[src/rtl/cpu_types_pkg.sv]
// Shared CPU encodings: ALU opcodes, shift types, B-bus sources and the
// data-processing sequencer state and captured-instruction types.
package cpu_types_pkg;

    typedef enum logic [3:0] {
        ALU_AND = 4'h0, ALU_EOR = 4'h1, ALU_SUB = 4'h2, ALU_RSB = 4'h3,
        ALU_ADD = 4'h4, ALU_ADC = 4'h5, ALU_SBC = 4'h6, ALU_RSC = 4'h7,
        ALU_TST = 4'h8, ALU_TEQ = 4'h9, ALU_CMP = 4'hA, ALU_CMN = 4'hB,
        ALU_ORR = 4'hC, ALU_MOV = 4'hD, ALU_BIC = 4'hE, ALU_MVN = 4'hF
    } alu_op_t;

    typedef enum logic [1:0] {
        SHIFT_LSL = 2'd0,
        SHIFT_LSR = 2'd1,
        SHIFT_ASR = 2'd2,
        SHIFT_ROR = 2'd3
    } shift_type_t;

    typedef enum logic [1:0] {
        B_NONE = 2'd0,
        B_RM   = 2'd1,
        B_RS   = 2'd2,
        B_IMM  = 2'd3
    } b_src_t;

    typedef enum logic [1:0] {
        IDLE     = 2'd0,
        RS_FETCH = 2'd1,
        EXEC     = 2'd2,
        SKIP     = 2'd3
    } dp_seq_state_t;

    typedef struct packed {
        alu_op_t     opcode;
        logic        s_bit;
        logic        imm_op;
        logic [3:0]  rot_imm;
        logic        reg_shift;
        shift_type_t shift_type;
        logic [4:0]  shift_imm;
        logic        cpsr_c;
    } dp_instr_t;

    // Compare/test ops update flags only and never write Rd.
    function automatic logic is_test_op(alu_op_t op);
        return (op == ALU_TST) || (op == ALU_TEQ) || (op == ALU_CMP) || (op == ALU_CMN);
    endfunction

endpackage

[src/rtl/dp_sequencer.sv]
// Multi-cycle sequencer for ARM data-processing instructions: drives ALU and
// shifter control, B-bus source select and Rd/CPSR write enables.
module dp_sequencer
    import cpu_types_pkg::*;
#(
    parameter bit RS_EXTRA_CYCLE = 1'b1
) (
    input  logic       clk,
    input  logic       rst_n,
    input  logic       start,
    output logic       ready,
    input  logic       cond_pass,
    input  logic [3:0] opcode,
    input  logic       s_bit,
    input  logic       imm_op,
    input  logic [3:0] rot_imm,
    input  logic       reg_shift,
    input  logic [1:0] shift_type_in,
    input  logic [4:0] shift_imm,
    input  logic       cpsr_c,
    output logic [3:0] alu_op,
    output logic       alu_carry_in,
    output logic       latch_op_b,
    output logic       use_op_b_latch,
    output logic       disable_op_b,
    output logic [4:0] shift_amount,
    output logic [1:0] shift_type,
    output logic       shift_carry_in,
    output logic       latch_shift_amt,
    output logic       use_shift_latch,
    output logic [1:0] b_src,
    output logic       rd_we,
    output logic       flags_we,
    output logic       done
);

    dp_seq_state_t state_q, state_d;
    dp_instr_t     instr_q;
    logic          accept;

    assign accept = start && (state_q == IDLE);

    always_ff @(posedge clk or negedge rst_n) begin
        if (!rst_n) begin
            state_q <= IDLE;
            instr_q <= '0;
        end else begin
            state_q <= state_d;
            // Outputs are driven only from this snapshot, so the decoder may move on.
            if (accept) begin
                instr_q <= '{opcode:     alu_op_t'(opcode),
                             s_bit:      s_bit,
                             imm_op:     imm_op,
                             rot_imm:    rot_imm,
                             reg_shift:  reg_shift,
                             shift_type: shift_type_t'(shift_type_in),
                             shift_imm:  shift_imm,
                             cpsr_c:     cpsr_c};
            end
        end
    end

    always_comb begin
        state_d         = state_q;
        ready           = 1'b0;
        alu_op          = 4'h0;
        alu_carry_in    = 1'b0;
        latch_op_b      = 1'b0;
        use_op_b_latch  = 1'b0;
        disable_op_b    = 1'b0;
        shift_amount    = 5'd0;
        shift_type      = 2'd0;
        shift_carry_in  = 1'b0;
        latch_shift_amt = 1'b0;
        use_shift_latch = 1'b0;
        b_src           = B_NONE;
        rd_we           = 1'b0;
        flags_we        = 1'b0;
        done            = 1'b0;

        case (state_q)
            IDLE: begin
                ready        = 1'b1;
                disable_op_b = 1'b1;
                if (start) begin
                    if (!cond_pass)
                        state_d = SKIP;
                    else if (RS_EXTRA_CYCLE && reg_shift && !imm_op)
                        state_d = RS_FETCH;
                    else
                        state_d = EXEC;
                end
            end
            RS_FETCH: begin
                b_src           = B_RS;
                latch_shift_amt = 1'b1;
                disable_op_b    = 1'b1;
                state_d         = EXEC;
            end
            EXEC: begin
                alu_op         = instr_q.opcode;
                alu_carry_in   = instr_q.cpsr_c;
                shift_carry_in = instr_q.cpsr_c;
                done           = 1'b1;
                // Immediate operand wins over reg_shift: the rotate is a fixed ROR by 2*rot.
                if (instr_q.imm_op) begin
                    b_src        = B_IMM;
                    shift_type   = SHIFT_ROR;
                    shift_amount = {instr_q.rot_imm, 1'b0};
                end else if (instr_q.reg_shift) begin
                    b_src           = B_RM;
                    shift_type      = instr_q.shift_type;
                    use_shift_latch = 1'b1;
                end else begin
                    b_src        = B_RM;
                    shift_type   = instr_q.shift_type;
                    shift_amount = instr_q.shift_imm;
                end
                rd_we    = !is_test_op(instr_q.opcode);
                flags_we = instr_q.s_bit || is_test_op(instr_q.opcode);
                state_d  = IDLE;
            end
            SKIP: begin
                done         = 1'b1;
                disable_op_b = 1'b1;
                state_d      = IDLE;
            end
            default: state_d = IDLE;
        endcase
    end

endmodule

[config.mk]
export PLATFORM = sky130hd
export DESIGN_NAME = dp_sequencer
export DESIGN_NICKNAME = d
export VERILOG_FILES = /design/src/rtl/cpu_types_pkg.sv /design/src/rtl/dp_sequencer.sv
export SDC_FILE = /design/constraint.sdc
export NUM_CORES = 1
export LEC_CHECK = 0
export BUFFER_PORTS_ARGS = -buffer_cell sky130_fd_sc_hd__clkbuf_2
export CORE_UTILIZATION = 30
export DETAILED_ROUTE_END_ITERATION = 10
export SYNTH_ARGS = -nofsm -noshare
export SYNTH_HDL_FRONTEND = slang
export SYNTH_SLANG_ARGS = --single-unit
[constraint.sdc]
create_clock -name clk -period 1.7 [get_ports clk]
set_input_delay 0.085 -clock clk [delete_from_list [all_inputs] [get_ports clk]]
set_output_delay 0.085 -clock clk [all_outputs]
set_load 0.1 [all_outputs]
==> flow_summary.toml <==
[sta]
slew_headroom_pct = 64.4
rsz0062_at_grt = "true"
fmax_mhz = 604
hold_violations = 0
tightest_slew_ns = 0.537
skew_ns = 0.00447
slew_viol_final = 0
setup_viol = 0
min_period_ns = 1.66
period_share_pct = 97.4

[setup_path]
arrival_ns = 1.57
rrSetupSlack_ns = 0.12
worst-path-stages = 5
worst_setup_path_end_kind = "output port"
ff2ff_path_depth = 5
path_delay_family = "flip-flops"
path_cells = "inv_2 -> ha_4 -> clkinv_8 -> nor4b_4 -> buf_12"
slowest_stage = "dfrtp_1"
crit_required_ns = 1.62
start_kind = "flip-flop"
crit_type = "flip-flop to output port"
crit_fanout = 4
critPathBufInv = 3
reg2reg_to = "instr_q[5]$_DFFE_PN0P_"
r2r_start = "state_q[0]$_DFFE_PN0P_"
max_stage_delay_ns = 0.42

[clock_tree]
clk_pin_slew_ns = 0.08
cts_tree = "done"
cts_max_path_buffers = 2
h-tree-depth = 1
cts_made_buffers = 3
cts_root_buffer = "clkbuf_8"
clk_latency_ns = 0.26
clkSinkCount = 21

[synthesis]
syn_area_um2 = 1140
yosys-top-cells-area = "dfrtp_1 46%, mux2_4 13%, mux2_2 8.9%"
synthCells = 95
ys_types = 22
syn_area_per_cell_um2 = 12.0
yosys.area.top_type_share_pct = 46.3
ys_warn_count = 0
synth_top_cell_by_area = "dfrtp_1"
ys_ff_latch = 21
yosysSeqAreaShare_pct = 46.3

[placed_design]
io_buffers = 44
dp_hpwl_mm = 1.81
place.gp.congestion = 0.729

[drt]
vias = 854
wire_per_inst_um = 12.4
dr.pass1.iters = 2
wl_mm = 2.36
postRouteAntennaNets = 0
drc = 0
initialDrtViolationCount = 28
vias_per_cell = 4.49

[floorplanning]
io_pins = 47
start_util_pct = 32.8
die_h_um = 63.5
dieWidth_um = 63.5
die_area_um2 = 4040
coreArea_um2 = 3470
rows = 21

[worst_hold_path]
hold_depth = 2
holdPathEnd = "instr_q[3]$_DFFE_PN0P_"
min_from = "shift_imm[2]"
hp-class = "input pin to flip-flop"

[grt]
antenna_found_initial = 0
grt_max_degree = 22
grt_util_all_layers_pct = 12.5
grt-ovfl-total = 0
grt_pass1_vias = 866
grt_pass1_wl_mm = 3.89

[finish]
drive_gt1_share_pct = 66.0
area_growth_pct = 59.9
n_antenna_cell = 0
utilization_pct = 52.4
nets = 174
nFillCells = 300

[flow_run]
maxCapViolCount = 0

[run_status]
status = "finished, final reports clean"
[worst reg2reg max path: stages, from the launching register on]
cell and delay (ns):
dfrtp_1 0.40, inv_2 0.07, buf_4 0.14, ha_2 0.20, nand2_4 0.26, mux2_2 0.38
[state kept, by name, indices dropped and copies added, names as in the netlist]
register,cells
state_q,2
instr_q,19
[worst max path at each step]
stage / end / slack, ns / from
after global placement: shift_amount[0] / 0.21 / state_q[0]$_DFFE_PN0P_
after CTS: shift_amount[1] / 0.0004 / instr_q[13]$_DFFE_PN0P_
after floorplan: shift_amount[0] / -0.17 / state_q[0]$_DFFE_PN0P_
after global routing: shift_amount[0] / -0.03 / state_q[0]$_DFFE_PN0P_
after detailed placement: instr_q[4]$_DFFE_PN0P_ / 0.14 / state_q[1]$_DFFE_PN0P_
final: shift_amount[0] / 0.04 / state_q[0]$_DFFE_PN0P_
[kinds of logic after synthesis]
kind of cell | Yosys count | share of synthesized area (%)
buf+inv | 10 | 5.95
compound gates | 9 | 4.96
simple gates | 29 | 13.8
fa+ha+maj | 6 | 6.61
mux | 19 | 22.1
other cells | 1 | 0.330
flops | 21 | 46.3
[cell usage in the layout (no fill, tap or decap), types with 2 or more instances in the layout]
cell       n
clkbuf_2  23
dfrtp_1   19
buf_12    15
mux2_4    10
buf_4     10
mux2_2     9
nor2_4     6
nor2_1     5
and2_1     4
a22oi_1    3
o21ai_0    3
ha_1       3
clkbuf_8   3
a21oi_1    2
nor2_2     2
inv_1      2
nor2b_1    2
nand2_1    2
ha_2       2
conb_1     2
dfrtp_2    2
[per-layer routing]
metal  up-vias  routed length (µm)  global-route usage (%)
met3         2                 132                    3.08
met1       407                1030                    15.5
li1        414                   -                       -
met2        31                1160                    20.7
met4         0                  28                    5.11
met5         -                   0                       0
[cell usage after synthesis]
cell     number
a22oi_1       3
ha_1          6
a21oi_1       2
mux2_4       10
buf_12        1
nor2b_1       3
nor2_1       13
or2_2         1
buf_4         3
buf_2         2
inv_1         4
nand2_4       1
dfrtp_1      21
and2_1        5
conb_1        1
o21ai_0       3
and2b_2       1
mux2_2        9
nand2_1       2
nor4b_1       1
nor3b_1       2
a31o_2        1
[metrics by stage]
stage	instance area, µm²	std cells	TNS (ns)	worst slack [ns]	hold slack, ns
finish	1820	190	0	0.0435	0.0578
CTS	1790	189	0	0.000402	0.0536
floorplan	1250	96	-2.43	-0.173	-0.211
detailed placement	1700	180	0	0.143	0.0878
global placement	1700	180	0	0.206	0.0787
global route	1820	190	-0.0355	-0.0291	0.0490
[cell type report]
| cell class | count | area (µm²) | share of cell area (%) |
|---|---|---|---|
| clock inverter | 1 | 5.00 | 0.275 |
| multi-input combinational | 65 | 649 | 35.7 |
| sequential | 21 | 528 | 29.1 |
| clock buffer | 3 | 41.3 | 2.27 |
| inverter | 4 | 27.5 | 1.52 |
| tap | 46 | 57.6 | 3.17 |
| timing repair buffer | 50 | 508 | 28.0 |
[repair_timing]
| action | in CTS | in global routing |
|---|---|---|
| hold buffers | 1 | 0 |
| gates resized for setup | 3 | 3 |
| setup buffers | 4 | 1 |
| pin swaps | 1 | 1 |
| endpoints found under the setup margin | 2 | 5 |
| hold endpoints to repair | 21 | 0 |
Power is not shown: default switching activity piles up to over one toggle a cycle in this logic, so the estimate is an artifact.
